==> src/rtl/pong_pkg.sv <==
// Shared definitions for the pong game controller: state encoding,
// default game parameters and the BCD digit type used for the score.
package pong_pkg;

    typedef enum logic [1:0] {
        IDLE    = 2'd0,
        PLAY    = 2'd1,
        NEWBALL = 2'd2,
        OVER    = 2'd3
    } pong_state_e;

    localparam int DEFAULT_LIVES       = 3;
    localparam int DEFAULT_WAIT_FRAMES = 120;

    typedef logic [3:0] bcd_digit_t;

    // Single BCD digit step, 9 rolls over to 0.
    function automatic bcd_digit_t bcd_inc(input bcd_digit_t d);
        return (d == 4'd9) ? 4'd0 : d + 4'd1;
    endfunction

endpackage

==> src/rtl/bcd_counter2.sv <==
// Two-digit BCD counter with synchronous clear and increment-enable,
// wrapping 99 -> 00. Holds the game score.
import pong_pkg::*;

module bcd_counter2 (
    input  logic       clk,
    input  logic       reset,
    input  logic       clr,
    input  logic       inc,
    output bcd_digit_t d1,
    output bcd_digit_t d0
);

    // Clear wins over increment; tens only advance when ones roll over.
    always_ff @(posedge clk or negedge reset) begin
        if (!reset) begin
            d1 <= 4'd0;
            d0 <= 4'd0;
        end else if (clr) begin
            d1 <= 4'd0;
            d0 <= 4'd0;
        end else if (inc) begin
            d0 <= bcd_inc(d0);
            if (d0 == 4'd9)
                d1 <= bcd_inc(d1);
        end
    end

endmodule

==> src/rtl/pong_game_ctrl.sv <==
// Pong game controller: sequences IDLE/PLAY/NEWBALL/OVER, keeps score and
// lives, and paces the pauses between balls with a frame-tick timer.
import pong_pkg::*;

module pong_game_ctrl #(
    parameter int LIVES       = DEFAULT_LIVES,
    parameter int WAIT_FRAMES = DEFAULT_WAIT_FRAMES
) (
    input  logic       clk,
    input  logic       reset,
    input  logic       frame_tick,
    input  logic       btn_start,
    input  logic       hit,
    input  logic       miss,
    output logic       graph_still,
    output logic       ball_reset,
    output logic       game_over,
    output logic [3:0] score_d1,
    output logic [3:0] score_d0,
    output logic [1:0] lives,
    output logic [1:0] state
);

    localparam logic [1:0] ST_IDLE    = IDLE;
    localparam logic [1:0] ST_PLAY    = PLAY;
    localparam logic [1:0] ST_NEWBALL = NEWBALL;
    localparam logic [1:0] ST_OVER    = OVER;

    localparam logic [1:0] LIVES_INIT = 2'(LIVES);
    localparam logic [7:0] WAIT_INIT  = 8'(WAIT_FRAMES);

    logic [1:0] state_reg, state_next;
    logic [1:0] lives_reg, lives_next;
    logic [7:0] timer_reg, timer_next;
    logic       btn_prev;
    logic       start_edge;
    logic       ball_reset_next;
    logic       score_clr;
    logic       score_inc;

    assign start_edge = btn_start & ~btn_prev;

    // Next-state logic; a miss outranks a coincident hit, and a timer load
    // only happens in PLAY so it can never collide with a decrement.
    always_comb begin
        state_next      = state_reg;
        lives_next      = lives_reg;
        timer_next      = timer_reg;
        ball_reset_next = 1'b0;
        score_clr       = 1'b0;
        score_inc       = 1'b0;
        case (state_reg)
            ST_IDLE: begin
                if (start_edge) begin
                    state_next      = ST_PLAY;
                    lives_next      = LIVES_INIT;
                    score_clr       = 1'b1;
                    ball_reset_next = 1'b1;
                end
            end
            ST_PLAY: begin
                if (miss) begin
                    timer_next = WAIT_INIT;
                    if (lives_reg > 2'd1) begin
                        lives_next = lives_reg - 2'd1;
                        state_next = ST_NEWBALL;
                    end else begin
                        lives_next = 2'd0;
                        state_next = ST_OVER;
                    end
                end else if (hit) begin
                    score_inc = 1'b1;
                end
            end
            ST_NEWBALL: begin
                if (timer_reg == 8'd0) begin
                    state_next      = ST_PLAY;
                    ball_reset_next = 1'b1;
                end else if (frame_tick) begin
                    timer_next = timer_reg - 8'd1;
                end
            end
            ST_OVER: begin
                if (timer_reg == 8'd0)
                    state_next = ST_IDLE;
                else if (frame_tick)
                    timer_next = timer_reg - 8'd1;
            end
            default: state_next = ST_IDLE;
        endcase
    end

    always_ff @(posedge clk or negedge reset) begin
        if (!reset) begin
            state_reg  <= ST_IDLE;
            lives_reg  <= LIVES_INIT;
            timer_reg  <= 8'd0;
            btn_prev   <= 1'b0;
            ball_reset <= 1'b0;
        end else begin
            state_reg  <= state_next;
            lives_reg  <= lives_next;
            timer_reg  <= timer_next;
            btn_prev   <= btn_start;
            ball_reset <= ball_reset_next;
        end
    end

    bcd_counter2 u_score (
        .clk   (clk),
        .reset (reset),
        .clr   (score_clr),
        .inc   (score_inc),
        .d1    (score_d1),
        .d0    (score_d0)
    );

    assign state       = state_reg;
    assign lives       = lives_reg;
    assign graph_still = (state_reg != ST_PLAY);
    assign game_over   = (state_reg == ST_OVER);

endmodule

==> config.mk <==
export PLATFORM = sky130hd
export DESIGN_NAME = pong_game_ctrl
export DESIGN_NICKNAME = d
export VERILOG_FILES = /design/src/rtl/pong_pkg.sv /design/src/rtl/bcd_counter2.sv /design/src/rtl/pong_game_ctrl.sv
export SDC_FILE = /design/constraint.sdc
export NUM_CORES = 1
export LEC_CHECK = 0
export ABC_AREA = 1
export CELL_PAD_IN_SITES_DETAIL_PLACEMENT = 1
export CELL_PAD_IN_SITES_GLOBAL_PLACEMENT = 2
export CORE_MARGIN = 2
export CORE_UTILIZATION = 31
export DETAILED_ROUTE_END_ITERATION = 8
export HOLD_SLACK_MARGIN = 0.15
export PLACE_DENSITY = 0.9
export SLEW_MARGIN = 20
export SYNTH_ARGS = -nofsm -noshare
export SYNTH_HDL_FRONTEND = slang
export SYNTH_SLANG_ARGS = --single-unit
==> constraint.sdc <==
create_clock -name clk -period 1.8 [get_ports clk]
set_input_delay 0.36 -clock clk [delete_from_list [all_inputs] [get_ports clk]]
set_output_delay 0.36 -clock clk [all_outputs]
set_load 0.05 [all_outputs]
==> impl_results.md <==
* Status: complete, no violations
* Chip width at 69.7 um
* Crit-path cells: inv_1, ha_1, nand2_1, nor2_2, nor2_1, nor2_2, o21ai_0
* Final Util at 40.6%
* Dpl hpwl at 2.56 mm
* Worst-Margin Slew at 0.417 ns
* Largest family of logic cells by synthesized area: simple AND/OR/NAND/NOR gates
* # Post-CTS Setup Buffers at 0
* Residual DRC at 0
* Fmax at around 640 MHz
* Worst-case vdd ir drop at 0.000852 V
* CTS tree: built
* Cell count after placement at 237
* ANT nets after route at 0
* Yosys warnings at 0
* Overall Power at 2.94 mW
* Leak pwr at between 0.8 and 0.9 nW
* Worst-Skew Late Latency at 0.26 ns
* Mean post-synth cell area at 8.01 um2
* CTS sink count at 22
* Critical-path top delay cell: dfrtp_1
* Seq/Total Area, Yosys at 41.3%
* Dpl ws at -0.0329 ns
* Fraction of layout cells with a size suffix above 1 at 22.5%
* Max reg flops at 8
* Layout Cells excl Fill at about 240
* Initial antenna violation count at 0
* CP dominant cell by count: nor2_2
* Post-synthesis cell area at ~1300 um2
* RSZ-0062 raised after global routing: no
* DIE AREA at 4860 um2
* Global Route Usage Sum at 14.1%
* Syn Nets at approximately 180
* Post-synthesis adder-cell area fraction at 5.61%
* Port-buffer cells at 20
* Synth-to-Final Area Change at 23.9%
* Slew Limit Headroom at 72.1%
* Vias per Instance at 4.86
* Multiplexer share of the synthesized area at 0.748%
* Vias in the first global route at 1259
* Synth unique cells at 29
* Rows at 23
* Global route total overflow at 0
* CP Buf/Inv Count at 1
* Startpoint Class: register
* Final WS setup at 0.245 ns
* Pin count of the biggest net entering global routing at 23
* Total Neg Setup Slack at 0 ns
* Final Hold Fails at 0
* WS Path Type: register to register
* Yosys reg bits at 22
* Clock-pin slew on the worst setup and hold paths at 0.08 ns
* Compound-cell area share of the yosys netlist at 13.4%
* Kind of end point of the critical path: register
* Routed wire length at 3.24 mm
* Xor/xnor cell area share of the yosys netlist at 1.31%
* WP data required at 1.94 ns
* CP peak stage delay at 0.39 ns
* Cells after Synth at 167
* H-tree depth at 1
* Tmin final at between 1.5 and 2 ns
* Setup Skew at 0.00453 ns
* Worst Hold Class: input pin to async pin
* Layout net count at 204
* Drt wl/cell at 13.5 um
* Routability cong. at 0.736
* Initial core utilization at between 30% and 40%
* Max Fanout on Critical Path at 5
* Setup violators final at 0
* Critical path's top delay family: simple AND/OR/NAND/NOR gates
* Core area at 4090 um2
* 1st-iter DRT viols at 33
* IO Count at 21
* Max Cap Viol at 0
* Root buffer cell: clkbuf_8
* Area share of and/or/nand/nor cells after synthesis at between 20% and 30%
* Critical Path AT at approximately 1.7 ns
* First-pass GRT wire length at 5.60 mm
* Ant diodes at 0
* Vias at around 1200
* Maximum root-to-sink buffer count at 2
* Fin crit share at 86.4%
* Chip Height at around 70 um
* DRT Pass-1 Iters at 4
* Pwr Density at 1770 nW/um2
* TritonCTS buffer count at 3
* Pins Over Slew Limit at 0
## cell families after synthesis
family | count (synthesis)
xor gates and xnor gates | 2
buffers and inverters | 27
adders and majority gates | 6
DFF | 22
and+or+nand+nor | 81
AOI/OAI and AO/OA | 28
muxes | 1
## final cells by class
class / count / area [um2]
clock buffers: 4 / 45.0
repair buffers: 23 / 235
inverters: 24 / 97.6
multi-input cells: 118 / 664
flip-flops and latches: 22 / 553
well taps: 50 / 62.6
fillers: 510 / 2430
## Yosys cell counts (all sizes together)
cell type,count,area share (%)
buf,3,2.2
inv,24,7.3
o22ai,1,0.47
nand3,13,5.2
nand2,41,13
dfrtp,20,37
nand4,4,1.9
and3,1,0.47
a21oi,6,2.5
mux2i,1,0.75
or2,1,0.47
nor2,20,6.7
xor2,2,1.3
o21ai,21,10
and2,1,0.47
dfstp,2,3.9
ha,6,5.6
## report_power, final
part / internal [mW] / switching, mW / total, mW
registers: 0.692 / 0.231 / 0.923
clock network: 0.158 / 0.158 / 0.316
logic: 0.612 / 1.09 / 1.70
total: 1.46 / 1.48 / 2.94
## timing repair
| item | in CTS | in global routing |
|---|---|---|
| hold endpoints to repair | 0 | 0 |
| resized for setup | 0 | 1 |
| setup endpoints to repair | 0 | 2 |
| hold buffers | 0 | 0 |
## stage by stage
stage | hold slack, ns | area, um2
floorplan | 0.0644 | 1340
global placement | 0.509 | 1610
detailed placement | 0.522 | 1610
CTS | 0.460 | 1650
global route | 0.480 | 1660
finish | 0.453 | 1660
## layer usage
layer / up-vias / track usage, % / share of wire [%]
li1: 580 / - / -
met1: 570 / 15.8 / 44
met2: 15 / 26.5 / 53
met3: 6 / 2.62 / 2.2
met4: 0 / 4.91 / 1.5
met5: - / 0 / 0
## path summary, 6_finish.rpt
| path | from | to | slack [ns] | depth (start not counted) |
|---|---|---|---|---|
| hold reg to reg | lives[1]$_DFFE_PN1P_ | lives[1]$_DFFE_PN1P_ | 0.53 | 2 |
| setup reg to reg | timer_reg[1]$_DFFE_PN0P_ | timer_reg[7]$_DFFE_PN0P_ | 0.25 | 7 |
| setup / recovery | timer_reg[1]$_DFFE_PN0P_ | timer_reg[7]$_DFFE_PN0P_ | 0.25 | 7 |
| max in group asynchronous | reset | lives[1]$_DFFE_PN1P_ | 1.06 | 2 |
| min in group clk | lives[1]$_DFFE_PN1P_ | lives[1]$_DFFE_PN1P_ | 0.53 | 2 |
| hold / removal | reset | timer_reg[6]$_DFFE_PN0P_ | 0.45 | 2 |
## layout by cell type, fill, tap and decap left out, types with 2 or more instances in the layout
| master | instances |
|---|---|
| ha_1 | 6 |
| inv_2 | 2 |
| nor2_2 | 3 |
| xor2_1 | 2 |
| a21oi_1 | 5 |
| clkdlybuf4s50_1 | 5 |
| buf_4 | 14 |
| dfstp_2 | 2 |
| o21ai_1 | 5 |
| nand4_1 | 4 |
| dfrtp_1 | 20 |
| o21ai_4 | 2 |
| clkbuf_8 | 3 |
| nand2_1 | 38 |
| nor2_1 | 16 |
| inv_1 | 21 |
| nand2_4 | 2 |
| buf_12 | 4 |
| o21ai_0 | 9 |
| o21ai_2 | 5 |
| nand3_1 | 12 |
Power figures use the tool's default switching activity.
